<file path="src/rtl/alu_ctrl_pkg.sv">
// Shared definitions for the ALU issue controller: opcodes that select the
// multiply latency class, FSM states, flag bit positions and latency helper.
package alu_ctrl_pkg;

  localparam logic [6:0] OP_MULTU = 7'b0000001;
  localparam logic [6:0] OP_MULT  = 7'b0000010;

  // Bit positions inside rsp_flags = {sign, carry, overflow, zero}
  localparam int unsigned FLAG_ZERO  = 32'd0;
  localparam int unsigned FLAG_OVF   = 32'd1;
  localparam int unsigned FLAG_CARRY = 32'd2;
  localparam int unsigned FLAG_SIGN  = 32'd3;
  localparam int unsigned FLAG_W     = 32'd4;

  typedef enum logic [1:0] {
    IDLE = 2'b00,
    EXEC = 2'b01,
    RESP = 2'b10
  } state_e;

  // True for the two opcodes that use the long multiply latency and own HI/LO
  function automatic logic is_mul_op(input logic [6:0] op);
    return (op == OP_MULTU) || (op == OP_MULT);
  endfunction

  // Number of cycles the ALU needs before its outputs may be captured
  function automatic int unsigned op_latency(input logic [6:0] op,
                                             input int unsigned mul_lat,
                                             input int unsigned alu_lat);
    return is_mul_op(op) ? mul_lat : alu_lat;
  endfunction

endpackage

</file>
<file path="src/rtl/alu_lat_counter.sv">
// Down-counter that times how long the ALU inputs are held for one op.
// Clear beats load, load beats decrement; it saturates at zero.
module alu_lat_counter #(
  parameter int unsigned CNT_W = 3
) (
  input  logic             clk,
  input  logic             rst,
  input  logic             clr_i,
  input  logic             load_i,
  input  logic [CNT_W-1:0] load_val_i,
  input  logic             dec_i,
  output logic [CNT_W-1:0] cnt_o,
  output logic             zero_o
);

  logic [CNT_W-1:0] cnt_q;
  logic [CNT_W-1:0] cnt_d;

  // Next count: clear, load, or decrement toward zero
  always_comb begin
    cnt_d = cnt_q;
    if (clr_i) begin
      cnt_d = '0;
    end else if (load_i) begin
      cnt_d = load_val_i;
    end else if (dec_i && (cnt_q != '0)) begin
      cnt_d = cnt_q - CNT_W'(1);
    end else begin
      cnt_d = cnt_q;
    end
  end

  // Count register with synchronous reset
  always_ff @(posedge clk) begin
    if (rst) begin
      cnt_q <= '0;
    end else begin
      cnt_q <= cnt_d;
    end
  end

  assign cnt_o  = cnt_q;
  assign zero_o = (cnt_q == '0);

endmodule

</file>
<file path="src/rtl/alu_issue_ctrl.sv">
// Issue controller in front of the shared ALU: accepts one op, holds the
// ALU inputs for the op's latency, captures the results and returns them.
// Architectural HI/LO live here and are written only by multiplies.
module alu_issue_ctrl
  import alu_ctrl_pkg::*;
#(
  parameter int unsigned WIDTH   = 32,
  parameter int unsigned OP_W    = 7,
  parameter int unsigned MUL_LAT = 4,
  parameter int unsigned ALU_LAT = 1
) (
  input  logic             clk,
  input  logic             rst,
  input  logic             flush,
  input  logic             req_valid,
  output logic             req_ready,
  input  logic [OP_W-1:0]  req_op,
  input  logic [WIDTH-1:0] req_a,
  input  logic [WIDTH-1:0] req_b,
  output logic [WIDTH-1:0] alu_input1,
  output logic [WIDTH-1:0] alu_input2,
  output logic [OP_W-1:0]  alu_op,
  input  logic [WIDTH-1:0] alu_result,
  input  logic [WIDTH-1:0] alu_hi,
  input  logic [WIDTH-1:0] alu_lo,
  input  logic             alu_zflag,
  input  logic             alu_overflowflag,
  input  logic             alu_carryflag,
  input  logic             alu_signflag,
  output logic             rsp_valid,
  input  logic             rsp_ready,
  output logic [WIDTH-1:0] rsp_result,
  output logic [WIDTH-1:0] rsp_hi,
  output logic [WIDTH-1:0] rsp_lo,
  output logic [3:0]       rsp_flags
);

  localparam int unsigned LAT_MAX = (MUL_LAT > ALU_LAT) ? MUL_LAT : ALU_LAT;
  localparam int unsigned CNT_W   = $clog2(LAT_MAX + 32'd1);

  state_e state_q, state_d;

  logic             accept_s;
  logic             capture_s;
  logic             cnt_zero_s;
  logic [CNT_W-1:0] cnt_s;
  logic [CNT_W-1:0] load_val_s;

  logic [WIDTH-1:0] in1_q, in1_d;
  logic [WIDTH-1:0] in2_q, in2_d;
  logic [OP_W-1:0]  op_q, op_d;
  logic             mul_q, mul_d;
  logic [WIDTH-1:0] result_q, result_d;
  logic [WIDTH-1:0] hi_q, hi_d;
  logic [WIDTH-1:0] lo_q, lo_d;
  logic [3:0]       flags_q, flags_d;

  assign req_ready  = (state_q == IDLE) && !rst;
  assign load_val_s = CNT_W'(op_latency(7'(req_op), MUL_LAT, ALU_LAT) - 32'd1);

  alu_lat_counter #(
    .CNT_W (CNT_W)
  ) u_lat_cnt (
    .clk        (clk),
    .rst        (rst),
    .clr_i      (flush),
    .load_i     (accept_s),
    .load_val_i (load_val_s),
    .dec_i      (state_q == EXEC),
    .cnt_o      (cnt_s),
    .zero_o     (cnt_zero_s)
  );

  // Next-state logic; flush overrides every handshake
  always_comb begin
    state_d   = state_q;
    accept_s  = 1'b0;
    capture_s = 1'b0;
    case (state_q)
      IDLE: begin
        if (req_valid && req_ready && !flush) begin
          accept_s = 1'b1;
          state_d  = EXEC;
        end else begin
          state_d = IDLE;
        end
      end
      EXEC: begin
        if (flush) begin
          state_d = IDLE;
        end else if (cnt_zero_s) begin
          capture_s = 1'b1;
          state_d   = RESP;
        end else begin
          state_d = EXEC;
        end
      end
      RESP: begin
        if (flush || rsp_ready) begin
          state_d = IDLE;
        end else begin
          state_d = RESP;
        end
      end
      default: begin
        state_d = IDLE;
      end
    endcase
  end

  // FSM state register
  always_ff @(posedge clk) begin
    if (rst) begin
      state_q <= IDLE;
    end else begin
      state_q <= state_d;
    end
  end

  // Datapath next values: operands load on accept, results load on capture
  always_comb begin
    in1_d    = in1_q;
    in2_d    = in2_q;
    op_d     = op_q;
    mul_d    = mul_q;
    result_d = result_q;
    hi_d     = hi_q;
    lo_d     = lo_q;
    flags_d  = flags_q;
    if (accept_s) begin
      in1_d = req_a;
      in2_d = req_b;
      op_d  = req_op;
      mul_d = is_mul_op(7'(req_op));
    end else begin
      mul_d = mul_q;
    end
    if (capture_s) begin
      result_d            = alu_result;
      flags_d[FLAG_ZERO]  = alu_zflag;
      flags_d[FLAG_OVF]   = alu_overflowflag;
      flags_d[FLAG_CARRY] = alu_carryflag;
      flags_d[FLAG_SIGN]  = alu_signflag;
      if (mul_q) begin
        hi_d = alu_hi;
        lo_d = alu_lo;
      end else begin
        hi_d = hi_q;
        lo_d = lo_q;
      end
    end else begin
      result_d = result_q;
    end
  end

  // Datapath registers with synchronous reset
  always_ff @(posedge clk) begin
    if (rst) begin
      in1_q    <= '0;
      in2_q    <= '0;
      op_q     <= '0;
      mul_q    <= 1'b0;
      result_q <= '0;
      hi_q     <= '0;
      lo_q     <= '0;
      flags_q  <= 4'b0000;
    end else begin
      in1_q    <= in1_d;
      in2_q    <= in2_d;
      op_q     <= op_d;
      mul_q    <= mul_d;
      result_q <= result_d;
      hi_q     <= hi_d;
      lo_q     <= lo_d;
      flags_q  <= flags_d;
    end
  end

  assign alu_input1 = in1_q;
  assign alu_input2 = in2_q;
  assign alu_op     = op_q;
  assign rsp_valid  = (state_q == RESP);
  assign rsp_result = result_q;
  assign rsp_hi     = hi_q;
  assign rsp_lo     = lo_q;
  assign rsp_flags  = flags_q;

endmodule

</file>
<file path="config.mk">
export PLATFORM = sky130hd
export DESIGN_NAME = alu_issue_ctrl
export DESIGN_NICKNAME = d
export VERILOG_FILES = /design/src/rtl/alu_ctrl_pkg.sv /design/src/rtl/alu_lat_counter.sv /design/src/rtl/alu_issue_ctrl.sv
export SDC_FILE = /design/constraint.sdc
export NUM_CORES = 1
export LEC_CHECK = 0
export ABC_AREA = 1
export BUFFER_PORTS_ARGS = -buffer_cell sky130_fd_sc_hd__buf_2
export CORE_MARGIN = 2
export CORE_UTILIZATION = 35
export CTS_CLUSTER_SIZE = 40
export DETAILED_ROUTE_END_ITERATION = 8
export SYNTH_ARGS = -nofsm -noshare
export SYNTH_HDL_FRONTEND = slang
export SYNTH_HIERARCHICAL = 1
export SYNTH_SLANG_ARGS = --single-unit
</file>
<file path="constraint.sdc">
create_clock -name clk -period 2.8 [get_ports clk]
set_input_delay 0.84 -clock clk [delete_from_list [all_inputs] [get_ports clk]]
set_output_delay 0.84 -clock clk [all_outputs]
set_load 0.02 [all_outputs]
</file>
==> impl_results.md <==
- Final setup skew: 9.07 ps
- Full die area: 23300 sq um
- Area used by multi-input combinational logic: 2820 sq um
- FF-to-FF Start: u_lat_cnt/cnt_o[0]
- Overflow after GRT: 0
- FF-to-FF path depth: 8
- CTS tree: yes
- Wire length of the first global-routing pass: 34400 um
- Mapped Area: 7750 sq um
- FMAX: 455 MHz
- Routed vias: 7527
- Non-filler instance count after layout: 1830
- Worst Max-Slew Pin Slew: 769 ps
- Most common cell on crit path: buf_2
- CP top delay family: buffers and inverters
- Post-Synth XOR/XNOR Area: 0.113%
- Pre-CTS worst setup slack: 599 ps
- Share of cells above drive strength 1: 26.1%
- Yosys reg bits: 177
- Status: finished clean
- Hold EP: alu_input2[11]
- Dominant synthesized flop cell: dfxtp_1
- Syn Area/Cell: 6.40 sq um
- HP Start: alu_input2[11]
- Largest family of logic cells by synthesized area: simple AND/OR/NAND/NOR gates
- Endpoints failing hold: 0
- CTS Buf Count: 17
- CTS Sinks: 177
- Chip Width: 153 um
- Met3 WL: 1250 um
- Seq/Total Area, Yosys: 45.7%
- Cell count after synthesis: 1211
- Iteration-0 DRC Markers: 337
- Worst setup EP type: output pin
- Most frequent cell after synthesis: nor2_1
- Worst path cell trace: buf_2 -> inv_4 -> nand2_1 -> inv_1 -> buf_2
- Fin Setup TNS: 0 ps
- Worst Path Arrival: 1360 ps
- Starting Density: 35.6%
- Crit path time final: 2200 ps
- Required @ worst endpoint: 1960 ps
- Post-Synth Simple-Gate Area: 33.3%
- Slowest stage delay, CP: 150 ps
- Antenna viol nets, final: 0
- Crit path kind: in -> out
- Initial antenna violation count: 3
- Worst Hold Depth: 2
- GRT Total Usage: 17.9%
- Vias in the first global route: 7002
- Fin. max-slew vios: 0
- Worst path slowest cell: buf_2
- Hold Slack: 474 ps
- Setup violators final: 0
- Worst Path Buf+Inv: 4
- Final worst slack: 603 ps
- MaxCap Viol Count: 0
- Ports: 349
- Max VDD drop: 328 uV
- Cell variety after synth: 22
- Worst hold path class: reg -> reg
- YS warnings: 6
- Gpl congestion: 0.789
- FF/Latch Area: 3540 sq um
- Max_slew headroom: 48.7%
- Fin crit share: 78.5%
- Clk slew on worst S/H paths: 60 ps
- Post-CTS Setup Bufs: 0
- EDFF count, synth: 0
- Core ar.: 21800 sq um
- IO buf count: 348
- Ys async rst share: 0%
- DP Cell Count: 1796
- Detailed-router iteration count before antenna repair: 4
- Fraction of the mapped netlist area in adder cells: 0.323%
- Commonest cells in the netlist: nor2_1, nand2_1, inv_1, dfxtp_1, nand3_1
- Total wire length: 20900 um
- Synthesis-to-layout area growth: 33.3%
- FF-to-FF setup slack: 880 ps
- H-tree depth: 4
- Hpwl dp: 14500 um
- Chip height: 153 um
- CTS max path bufs: 2
- Nets@finish: 1713
- Fill cells: 2322
- CP Launch Type: input port
- Met1 WL: 9440 um
- Worst flop-to-flop path endpoint: rsp_result[21]
- Area contributors post-synth: dfxtp_1, nor2_1, nand2_1
- DRC viols: 0
- P_leak: 6.00 nW
- Largest net degree at the start of global routing: 174
- RSZ-0062 raised after global routing: false
- CP Max Fanout: 4
- Synth Area in Compound Gates: 2.58%
- CTS root buffer: clkbuf_16
- Post_cts resized: 0
- Share of the synthesized area in the top cell type: 45.7%
- Cts hold-fix bufs: 0
- Vias per cell: 4.11
- Power consumption: 5.73 mW
- Area leader, netlist: dfxtp_1
- Routed met2 length: 9730 um
- Mux cell area share after synthesis: 0%
- Top Metal Used: met4
- Average wire per standard cell: 11.4 um
- Row Count: 54
- Syn nets: 1389
- PD cells: 555 nW/um^2
- Clk_lat worst skew: 420 ps
worst register-to-register path, cell delays in order, from the launching register on:
cell and delay [ps]:
dfxtp_1 320, inv_1 60, ha_1 150, ha_1 190, inv_1 60, nor2_1 240
nand2_2 470, nor2_1 260, nor2_1 70
placed cells by master (no fill, tap or decap):
cell type / instances
inv_1: 272
o21ai_0: 23
and2_1: 1
buf_4: 11
nor2_1: 289
clkbuf_1: 2
inv_6: 4
dfxtp_2: 1
nand4_1: 1
xor2_1: 1
ha_1: 2
nand2_1: 288
clkbuf_8: 1
clkbuf_16: 17
diode_2: 3
buf_2: 348
a21oi_1: 2
bufinv_16: 4
o21ai_1: 15
inv_2: 3
nand2_2: 1
clkinvlp_4: 3
nand3_4: 1
inv_4: 1
nor2_2: 1
dfxtp_1: 176
nor2_4: 2
nand3_1: 70
buf_12: 6
conb_1: 1
metal layers:
layer / track usage (%) / up-vias
met1: 21.9 / 3196
met3: 5.12 / 26
met4: 6.53 / 0
met5: 0 / -
met2: 30.0 / 215
li1: - / 4090
worst max path at each step:
stage | from | end | depth (start not counted) | slack, ps
after floorplan | rst | req_ready | 3 | 840
after global placement | rst | req_ready | 5 | 600
after detailed placement | rst | req_ready | 5 | 600
after CTS | rst | req_ready | 5 | 590
after global routing | rst | req_ready | 5 | 530
final | rst | req_ready | 5 | 600
cell families (layout without fill, tap and decap cells):
logic type / after synthesis / in the layout
AO/OA/AOI/OAI: 40 / 40
XOR/XNOR: 1 / 1
adder cells (fa/ha/maj): 2 / 2
buffers and inverters: 336 / 672
flip-flops: 177 / 177
other: 1 / 4
AND/OR/NAND/NOR: 654 / 654
sequential cells by signal, summed over array words and instances, names as in the netlist:
name / cells
alu_input1: 32
alu_input2: 32
rsp_hi: 32
rsp_lo: 32
rsp_result: 32
alu_op: 7
rsp_flags: 4
u_lat_cnt/cnt_o: 3
state_q: 2
mul_q: 1
power breakdown:
part	switching (mW)	internal, mW	leakage [nW]
sequential	0.0304	2.58	1.44
clock	1.03	1.53	0.294
combinational	0.333	0.229	4.27
cell type report:
cell class / count / share of cell area (%)
Inverter: 276 / 10.1
Clock buffer: 20 / 4.32
Tap cell: 280 / 3.39
Clock inverter: 11 / 1.72
Timing Repair Buffer: 365 / 18.8
Sequential cell: 177 / 34.3
Antenna cell: 3 / 0.0727
Multi-Input combinational cell: 698 / 27.3
stage by stage:
step / instance area [sq um] / util, %
2_1_floorplan: 7750 / -
6_report: 10300 / 47.5
3_3_place_gp: 9700 / 44.6
3_5_place_dp: 9700 / 44.6
4_1_cts: 10300 / 47.4
5_1_grt: 10300 / 47.5
Power figures use the tool's default switching activity.
